[config.mk]
export PLATFORM = sky130hd
export DESIGN_NAME = sevenseg_mux_driver
export DESIGN_NICKNAME = d
export VERILOG_FILES = /design/src/rtl/sevenseg_mux_driver.sv
export SDC_FILE = /design/constraint.sdc
export NUM_CORES = 1
export LEC_CHECK = 0
export ABC_AREA = 1
export ABC_CLOCK_PERIOD_IN_PS = 2600
export BUFFER_PORTS_ARGS = -buffer_cell sky130_fd_sc_hd__buf_2
export CORE_AREA = 3 3 105 107
export DETAILED_ROUTE_END_ITERATION = 8
export DIE_AREA = 0 0 108 110
export SKIP_CTS_REPAIR_TIMING = 1
export SKIP_LAST_GASP = 1
export SYNTH_ARGS = -nofsm -noshare
export SYNTH_HDL_FRONTEND = slang
export SYNTH_SLANG_ARGS = --single-unit
[constraint.sdc]
create_clock -name clk -period 2.6 [get_ports clk]
set_clock_uncertainty 0.15 [all_clocks]
set_input_delay 0.26 -clock clk [delete_from_list [all_inputs] [get_ports clk]]
set_output_delay 0.26 -clock clk [all_outputs]
set_load 0.05 [all_outputs]
[src/rtl/sevenseg_mux_driver.sv]
// Time-multiplexed N-digit hex 7-segment driver with frame-synchronous double buffering.
// Defining SEVSEG_DP_EN adds the decimal point ports dp_in/dp_out.
module sevenseg_mux_driver #(
   parameter int NUM_DIGITS   = 4,
   parameter int REFRESH_DIV  = 1000,
   parameter int COMMON_ANODE = 0
) (
   input  logic                    clk,
   input  logic                    rst,
   input  logic                    load,
   input  logic [4*NUM_DIGITS-1:0] data_in,
   input  logic [NUM_DIGITS-1:0]   blank_in,
   output logic [6:0]              seg_out,
   output logic [NUM_DIGITS-1:0]   dig_en,
   output logic                    frame_done
`ifdef SEVSEG_DP_EN
   ,
   input  logic [NUM_DIGITS-1:0]   dp_in,
   output logic                    dp_out
`endif
);
   localparam int PW = (REFRESH_DIV > 1) ? $clog2(REFRESH_DIV) : 1;
   localparam int IW = (NUM_DIGITS > 1) ? $clog2(NUM_DIGITS) : 1;
   localparam logic [PW-1:0] PSC_LAST = PW'(REFRESH_DIV - 1);
   localparam logic [IW-1:0] IDX_LAST = IW'(NUM_DIGITS - 1);
   localparam logic CA = (COMMON_ANODE != 0);
   localparam logic [6:0] SEG_OFF = {7{CA}};
   localparam logic [NUM_DIGITS-1:0] DIG_OFF = {NUM_DIGITS{CA}};
`ifdef SEVSEG_DP_EN
   localparam int AW = 2*NUM_DIGITS;
`else
   localparam int AW = NUM_DIGITS;
`endif

   logic [PW-1:0]           r_psc;
   logic [IW-1:0]           w_idx;
   logic                    w_psc_wrap;
   logic                    w_boundary;
   logic [4*NUM_DIGITS-1:0] r_pend_dat, r_disp_dat;
   logic [AW-1:0]           r_pend_attr, r_disp_attr, w_attr_in;
   logic                    r_pend_vld;
   logic [3:0]              w_nib;
   logic                    w_blank;
   logic                    w_dp;
   logic [NUM_DIGITS-1:0]   w_onehot;
   logic [6:0]              w_dec;
   logic [6:0]              r_seg;
   logic [NUM_DIGITS-1:0]   r_dig;
   logic                    r_frame_done;

`ifdef SEVSEG_DP_EN
   assign w_attr_in = {dp_in, blank_in};
`else
   assign w_attr_in = blank_in;
`endif

   assign w_psc_wrap = (r_psc == PSC_LAST);
   assign w_boundary = w_psc_wrap && (w_idx == IDX_LAST);

   always_ff @(posedge clk or posedge rst) begin
      if (rst) r_psc <= '0;
      else     r_psc <= w_psc_wrap ? '0 : r_psc + PW'(1);
   end

   generate
      if (NUM_DIGITS == 1) begin : g_idx_one
         assign w_idx = '0;
      end else begin : g_idx_cnt
         logic [IW-1:0] r_idx;
         always_ff @(posedge clk or posedge rst) begin
            if (rst)             r_idx <= '0;
            else if (w_psc_wrap) r_idx <= (r_idx == IDX_LAST) ? '0 : r_idx + IW'(1);
         end
         assign w_idx = r_idx;
      end
   endgenerate

   // A load in the boundary cycle bypasses the pending stage and is shown next frame.
   always_ff @(posedge clk or posedge rst) begin
      if (rst) begin
         r_pend_dat  <= '0;
         r_pend_attr <= '0;
         r_pend_vld  <= 1'b0;
         r_disp_dat  <= '0;
         r_disp_attr <= '0;
      end else begin
         if (load) begin
            r_pend_dat  <= data_in;
            r_pend_attr <= w_attr_in;
         end
         if (w_boundary) begin
            r_pend_vld <= 1'b0;
            if (load) begin
               r_disp_dat  <= data_in;
               r_disp_attr <= w_attr_in;
            end else if (r_pend_vld) begin
               r_disp_dat  <= r_pend_dat;
               r_disp_attr <= r_pend_attr;
            end
         end else if (load) begin
            r_pend_vld <= 1'b1;
         end
      end
   end

   always_comb begin
      w_nib    = 4'h0;
      w_blank  = 1'b0;
      w_dp     = 1'b0;
      w_onehot = '0;
      for (int i = 0; i < NUM_DIGITS; i++) begin
         if (w_idx == IW'(i)) begin
            w_nib       = r_disp_dat[4*i +: 4];
            w_blank     = r_disp_attr[i];
            w_onehot[i] = 1'b1;
`ifdef SEVSEG_DP_EN
            w_dp        = r_disp_attr[NUM_DIGITS+i];
`endif
         end
      end
   end

   always_comb begin
      w_dec = 7'b0000000;
      case (w_nib)
         4'h0: w_dec = 7'b1111110;
         4'h1: w_dec = 7'b0110000;
         4'h2: w_dec = 7'b1101101;
         4'h3: w_dec = 7'b1111001;
         4'h4: w_dec = 7'b0110011;
         4'h5: w_dec = 7'b1011011;
         4'h6: w_dec = 7'b1011111;
         4'h7: w_dec = 7'b1110000;
         4'h8: w_dec = 7'b1111111;
         4'h9: w_dec = 7'b1111011;
         4'hA: w_dec = 7'b1110111;
         4'hB: w_dec = 7'b0011111;
         4'hC: w_dec = 7'b1001110;
         4'hD: w_dec = 7'b0111101;
         4'hE: w_dec = 7'b1001111;
         4'hF: w_dec = 7'b1000111;
         default: w_dec = 7'b0000000;
      endcase
   end

   // psc==0 is the anti-ghosting dead slot: everything dark while the digit changes.
   always_ff @(posedge clk or posedge rst) begin
      if (rst) begin
         r_seg        <= SEG_OFF;
         r_dig        <= DIG_OFF;
         r_frame_done <= 1'b0;
      end else begin
         r_frame_done <= w_boundary;
         if (r_psc == '0) begin
            r_seg <= SEG_OFF;
            r_dig <= DIG_OFF;
         end else begin
            r_seg <= (w_blank ? 7'b0000000 : w_dec) ^ SEG_OFF;
            r_dig <= w_onehot ^ DIG_OFF;
         end
      end
   end

`ifdef SEVSEG_DP_EN
   logic r_dp;
   always_ff @(posedge clk or posedge rst) begin
      if (rst)               r_dp <= CA;
      else if (r_psc == '0)  r_dp <= CA;
      else                   r_dp <= (w_dp && !w_blank) ^ CA;
   end
   assign dp_out = r_dp;
`else
   logic w_dp_unused;
   assign w_dp_unused = w_dp;
`endif

   assign seg_out    = r_seg;
   assign dig_en     = r_dig;
   assign frame_done = r_frame_done;

endmodule
==> results.py, run 1 <==
metrics = {
    "status": {
        "status": "finished, violations left",
        "violations": "hold timing",
    },
    "critical_path": {
        "cp_top_family": "simple AND/OR/NAND/NOR gates",
        "critPathArrivalTime_ns": 2.41,
        "r2r_start": "g_idx_cnt.r_idx[0]",
        "r2r_end": "seg_out[3]",
        "critical_path_depth": 11,
        "path_max_fanout": 9,
        "r2r_cells": 11,
        "cp-start-kind": "flip-flop",
        "cp_slowest_stage_delay_ns": 0.39,
        "cp_data_required_time_ns": 2.68,
        "endpoint_kind": "flip-flop",
        "crit_path_cell_trace": "ha_2 > inv_1 > or2_2 > nand2_1 > inv_1 > ha_1 > inv_1 > nand2_1 > nand2_1 > o21ai_1 > nor2_1",
        "worst-path-buf-inv": 3,
        "rrSetupSlack_ns": 0.26,
        "critPathSlowestCell": "dfrtp_1",
        "critPathKind": "reg -> reg",
    },
    "logic_synthesis": {
        "synthCells": 373,
        "synth_top_area_frac": 0.533,
        "ys_warn_count": 0,
        "ys_top_cells_by_count": "nand2_1 (146), dfrtp_1 (65), nand3_1 (33)",
        "ys_async_sr_fraction": 1.00,
        "ys_ff_latch": 65,
        "ys_seq_area_frac": 0.533,
        "syn_nets": 408,
        "syn_area_per_cell_um2": 8.19,
        "syn_area_mm2": 0.00305,
        "synth.distinct_cells": 27,
        "synth_most_common_cell": "nand2_1",
        "yosys_most_used_dff": "dfrtp_1",
        "synth_area_leaders": "dfrtp_1 (53%), nand2_1 (18%), nand3_1 (5.4%), ha_1 (4.9%), inv_1 (3.6%)",
        "yosysTopAreaCell": "dfrtp_1",
        "synth_edf_count": 0,
    },
    "floorplanning": {
        "ioPinCount": 35,
        "die_area_mm2": 0.0119,
        "start_util": 0.299,
        "die_x_um": 108,
        "fp.coreArea_mm2": 0.0102,
        "row_count": 37,
        "die_h_um": 110,
    },
    "grt": {
        "grt_pass1_wl_um": 11200,
        "grt_start_max_net_pins": 66,
        "antenna_found_initial": 0,
        "grt_overflow": 0,
        "grt_usage": 0.121,
        "grt_pass1_vias": 2479,
    },
    "final_layout": {
        "drive_gt1_frac": 0.157,
        "final_nets": 446,
        "fillers": 1096,
        "diodes": 0,
        "fin_util": 0.350,
        "regArea_mm2": 0.00163,
        "multiInputGateArea_mm2": 0.00124,
        "syn2layout_area_growth_pct": 17.2,
    },
    "timing": {
        "hold_viol_final": 3,
        "period_share": 0.898,
        "relSlewSlack": 0.472,
        "setup_violations": 0,
        "worst_slew_pin_slew_ns": 0.792,
        "rsz0062_at_grt": "no",
        "hold-worst-slack_ns": -0.00276,
        "setup_tns_ns": 0,
        "slew_violations": 0,
        "min_period_ns": 2.34,
        "max_freq_ghz": 0.428,
    },
    "drt": {
        "dr.pass1.iters": 4,
        "first_iter_violations": 116,
        "wl_um": 6510,
        "post_drt_wl_per_cell_um": 11.8,
        "ant_nets": 0,
        "vias_per_cell": 4.46,
        "drc_errors": 0,
        "vias": 2458,
    },
    "power": {
        "p_clk_frac": 0.445,
        "comb_power_share": 0.041,
        "p_int_w": 0.00161,
        "swShare": 0.210,
        "netSwitchingPower_w": 0.000426,
        "peakVddDrop_mv": 0.235,
        "power_frac_seq": 0.514,
        "power_density_mw_per_mm2": 568,
        "power_w": 0.00203,
        "p_leak_nw": 1.91,
    },
    "clocking": {
        "clock_sinks": 65,
        "cts_buffers": 9,
        "clk_path_buf_depth": 2,
        "htree_levels": 3,
        "cts_tree": "yes",
        "clk_pin_slew_ns": 0.07,
        "clk-insertion-delay-late_ns": 0.34,
        "clockRootBuffer": "clkbuf_8",
    },
    "min_path": {
        "worstHoldPathCells": 3,
        "hold_path_class": "in -> reg",
        "worst_hold_path.endpoint": "r_pend_dat[8]",
        "min_from": "data_in[8]",
    },
    "place": {
        "routabilityCongestion": 0.830,
        "place_hpwl_um": 4590,
        "io_buffers": 34,
    },
    "job": {
        "max-cap-violations": 0,
    },
}
==> final cells by class <==
cell class              count  share of cell area
flip-flops and latches     65               0.455
multi-input cells         264               0.346
repair buffers             39              0.0587
clock buffers              13              0.0500
well taps                 136              0.0476
inverters                  32              0.0336
clock inverters             2             0.00979
==> state kept, by name (all words and copies together), names as in the netlist <==
| signal | cells |
|---|---|
| dig_en | 4 |
| frame_done | 1 |
| g_idx_cnt.r_idx | 2 |
| r_disp_attr | 4 |
| r_disp_dat | 16 |
| r_pend_attr | 4 |
| r_pend_dat | 16 |
| r_pend_vld | 1 |
| r_psc | 10 |
| seg_out | 7 |
==> how the worst max path moves through the flow <==
stage	start	endpoint	slack, ns
after floorplan	g_idx_cnt.r_idx[0]	seg_out[3]	0.55
after global placement	g_idx_cnt.r_idx[0]	seg_out[3]	0.35
after detailed placement	g_idx_cnt.r_idx[0]	seg_out[3]	0.23
after CTS	g_idx_cnt.r_idx[0]	seg_out[3]	0.21
after global routing	g_idx_cnt.r_idx[1]	seg_out[3]	0.08
final	g_idx_cnt.r_idx[0]	seg_out[3]	0.26
==> metal layers <==
layer | vias to the layer above | track usage | share of wire
li1 | 1251 | - | -
met5 | - | 0 | 0
met1 | 1154 | 0.138 | 0.45
met4 | 0 | 0.0550 | 0.025
met3 | 16 | 0.0373 | 0.048
met2 | 37 | 0.208 | 0.47
==> power groups by stage <==
stage | clock (W) | combinational [W] | sequential (W)
2_1_floorplan | 0 | 0.0000516 | 0.00106
3_3_place_gp | 0 | 0.0000852 | 0.00106
3_5_place_dp | 0 | 0.0000868 | 0.00106
4_1_cts | 0.000933 | 0.0000869 | 0.00104
5_1_grt | 0.000973 | 0.000101 | 0.00105
6_report | 0.000904 | 0.0000833 | 0.00105
==> worst register-to-register path, delay by kind of cell, from the launching register on <==
| family | cells | cell delay [ns] |
|---|---|---|
| AND/OR/NAND/NOR | 5 | 0.67 |
| adder cells (fa/ha/maj) | 2 | 0.58 |
| flip-flops | 1 | 0.39 |
| buffers and inverters | 3 | 0.31 |
| AO/OA/AOI/OAI | 1 | 0.11 |
==> logic make-up (layout without fill, tap and decap cells) <==
group,count (synthesis),in the layout,synth area share
simple gates,219,219,0.298
compound gates,33,33,0.0569
buf+inv,44,86,0.0631
flops,65,65,0.533
fa+ha+maj,12,12,0.0492
==> per-stage QoR <==
stage / setup slack, ns / instances / area (um^2) / hold WS [ns]
after floorplan: 0.552 / 373 / 3050 / 0.243
after CTS: 0.208 / 550 / 3570 / -0.0157
final: 0.264 / 551 / 3580 / -0.00276
after detailed placement: 0.227 / 535 / 3350 / 0.309
after global placement: 0.352 / 535 / 3350 / 0.305
after global routing: 0.0766 / 551 / 3580 / 0.00195
==> cells in the final DEF (no fill, tap or decap), drive strengths merged, types with 2 or more instances in the layout <==
cell and n:
ha 12, a21oi 22, nand4 2, buf 38
nor3 6, or2 2, o21ai 9, dfrtp 65
nor2 25, nand3 34, nand2 148, clkbuf 13
inv 32
Power figures use the tool's default switching activity.
==> run 2: changes to the inputs <==
Settings changed: ABC_AREA 1 to not set, CORE_AREA 3 3 105 107 to 3 3 104 106, DIE_AREA 0 0 108 110 to 0 0 107 109.
==> run 2 against run 1 <==
The flow now finishes without violations. Core utilization is 0.53 points higher. Via count fell by 25%. Die area is 1.8% lower. Flip-flop and latch count stayed put. Global-route usage is 1.6 points lower. Routed wire length shrank 16%. Cell count shrank 25%. First-iteration DRC count down 66%. Count of clock-buffer cells in the layout stayed put. Maximum frequency down 2.5%. Cell area decreased by 2.1%. Clock power is 8.8% lower.
==> results.py, run 2 <==
metrics = {
    "critical_path": {
        "crit_path_cell_trace": "inv_1 > ha_1 > nor2b_1 > a22oi_1 > a21o_1 > inv_1 > ha_1 > nand2_1 > a21boi_0 > o21a_1",
        "critPathKind": "reg -> reg",
        "critPathSlowestCell": "dfrtp_1",
        "critPathArrivalTime_ns": 2.47,
        "cp_slowest_stage_delay_ns": 0.40,
        "cp-start-kind": "flip-flop",
        "endpoint_kind": "flip-flop",
        "cp_data_required_time_ns": 2.67,
        "path_max_fanout": 7,
    },
    "drt": {
        "drc_errors": 0,
        "vias_per_cell": 4.51,
        "post_drt_wl_per_cell_um": 13.3,
        "dr.pass1.iters": 4,
        "vias": 1853,
        "ant_nets": 0,
        "first_iter_violations": 39,
        "wl_um": 5470,
    },
    "clocking": {
        "clockRootBuffer": "clkbuf_8",
        "htree_levels": 3,
        "clk-insertion-delay-late_ns": 0.34,
        "clk_path_buf_depth": 2,
        "clock_sinks": 65,
        "cts_buffers": 9,
        "cts_tree": "yes",
        "clk_pin_slew_ns": 0.07,
    },
    "place": {
        "place_hpwl_um": 3980,
        "routabilityCongestion": 0.758,
        "io_buffers": 34,
        "dp_cells": 394,
        "pre_cts_ws_ns": 0.244,
    },
    "min_path": {
        "hold_path_class": "in -> reg",
    },
    "final_layout": {
        "layout_common_cells": "dfrtp_1 (65), buf_2 (34), mux2_2 (20), mux2_1 (20), nand2_1 (13)",
        "drive_gt1_frac": 0.291,
        "final_nets": 308,
        "syn2layout_area_growth_pct": 18.6,
        "top_regs": "r_disp_dat: 16 flops, r_pend_dat: 16 flops, r_psc: 10 flops",
        "layout_commonest_cell": "dfrtp_1",
        "diodes": 0,
        "final_cells": 411,
        "fillers": 959,
    },
    "logic_synthesis": {
        "syn_area_mm2": 0.00295,
        "ys_top_cells_by_count": "dfrtp_1 (65), mux2_1 (20), mux2_2 (20)",
        "synth_area_leaders": "dfrtp_1 (55%), mux2_1 (7.6%), mux2_2 (7.6%), ha_1 (5.1%), nand2_1 (1.7%)",
        "ys_ff_latch": 65,
        "synth_most_common_cell": "dfrtp_1",
        "ys_async_sr_fraction": 1.00,
        "ys_seq_area_frac": 0.551,
        "synthCells": 231,
        "syn_nets": 266,
        "synth_edf_count": 0,
        "yosysTopAreaCell": "dfrtp_1",
        "yosys_most_used_dff": "dfrtp_1",
        "ys_warn_count": 0,
        "synth_top_area_frac": 0.551,
        "synth.distinct_cells": 48,
        "syn_area_per_cell_um2": 12.8,
    },
    "timing": {
        "slew_violations": 0,
        "min_period_ns": 2.40,
        "period_share": 0.921,
        "relSlewSlack": 0.583,
        "setup_violations": 0,
        "rsz0062_at_grt": "no",
        "setup_slack_ns": 0.204,
        "hold_viol_final": 0,
        "setup_tns_ns": 0,
        "hold-worst-slack_ns": 0.0152,
        "worst_slew_pin_slew_ns": 0.625,
        "max_freq_ghz": 0.417,
    },
    "floorplanning": {
        "ioPinCount": 35,
        "fp.coreArea_mm2": 0.00986,
        "die_h_um": 109,
        "start_util": 0.299,
        "die_x_um": 107,
        "row_count": 36,
        "die_area_mm2": 0.0117,
    },
    "grt": {
        "antenna_found_initial": 0,
        "grt_usage": 0.105,
        "grt_pass1_vias": 1890,
        "grt_overflow": 0,
        "grt_pass1_wl_um": 9360,
        "grt_start_max_net_pins": 37,
    },
    "power": {
        "p_leak_nw": 1.58,
        "peakVddDrop_mv": 0.175,
        "power_density_mw_per_mm2": 596,
        "power_w": 0.00209,
    },
    "job": {
        "max-cap-violations": 0,
    },
    "status": {
        "status": "finished, final reports clean",
    },
}
==> run 2: changes by cell type in the layout (fill, tap and decap cells not counted), sizes merged, moves of 13 or more <==
cell,change
a21oi,-14
nand2,-135
nor2,-13
nand3,-29
mux2,+40
inv,-24
==> run 2: path summary, 6_finish.rpt <==
| kind | from | end | slack (ns) | cells after the start |
|---|---|---|---|---|
| min | data_in[5] | r_pend_dat[5] | 0.02 | 2 |
| max | g_idx_cnt.r_idx[0] | seg_out[0] | 0.20 | 10 |
| max reg2reg | g_idx_cnt.r_idx[0] | seg_out[0] | 0.20 | 10 |
| min reg2reg | r_psc[0] | r_psc[0] | 0.34 | 1 |
| max in group asynchronous | rst | seg_out[6] | 1.29 | 4 |
| min in group asynchronous | rst | r_pend_dat[3] | 0.40 | 3 |
==> run 2: metal layers <==
| metal | GRT usage | wire length (um) | vias to the layer above | part of all wire |
|---|---|---|---|---|
| li1 | - | - | 899 | - |
| met2 | 0.159 | 2570 | 26 | 0.47 |
| met1 | 0.133 | 2590 | 921 | 0.47 |
| met3 | 0.0266 | 212 | 7 | 0.039 |
| met5 | 0 | 0 | - | 0 |
| met4 | 0.0658 | 93 | 0 | 0.017 |
==> run 2: report_power, final <==
| part | switching (W) | internal, W |
|---|---|---|
| sequential | 0.0000164 | 0.00106 |
| combinational | 0.000109 | 0.0000739 |
| clock | 0.000357 | 0.000467 |
| total | 0.000482 | 0.00160 |
==> run 2: cells by family (layout without fill, tap and decap cells) <==
logic type,after synthesis,in the layout,synth area share
adders and majority gates,12,12,0.0508
xor gates and xnor gates,6,6,0.0178
DFF,65,65,0.551
buffers and inverters,15,62,0.0229
AOI/OAI and AO/OA,34,34,0.0886
and+or+nand+nor,58,58,0.113
muxes,41,41,0.156
==> run 2: final cells by class <==
type                    instances  area (um^2)  area share
multi-input cells             151         1270       0.364
clock buffers                  13          149      0.0425
flip-flops and latches         65         1630       0.464
repair buffers                 38          215      0.0615
well taps                     133          166      0.0475
inverters                       8         30.0     0.00857
clock inverters                 3         40.0      0.0114
==> run 2: per-stage QoR <==
step / utilization / cell area (um^2)
2_1_floorplan: - / 2950
3_3_place_gp: 0.334 / 3300
3_5_place_dp: 0.334 / 3300
4_1_cts: 0.353 / 3480
5_1_grt: 0.355 / 3500
6_report: 0.355 / 3500
==> run 2: critical path, delay by kind of cell (launching register included) <==
family                   cells  cell delay (ns)
AO/OA/AOI/OAI                4             0.71
adder cells (fa/ha/maj)      2             0.44
buffers and inverters        2             0.25
flip-flops                   1             0.40
AND/OR/NAND/NOR              2             0.32
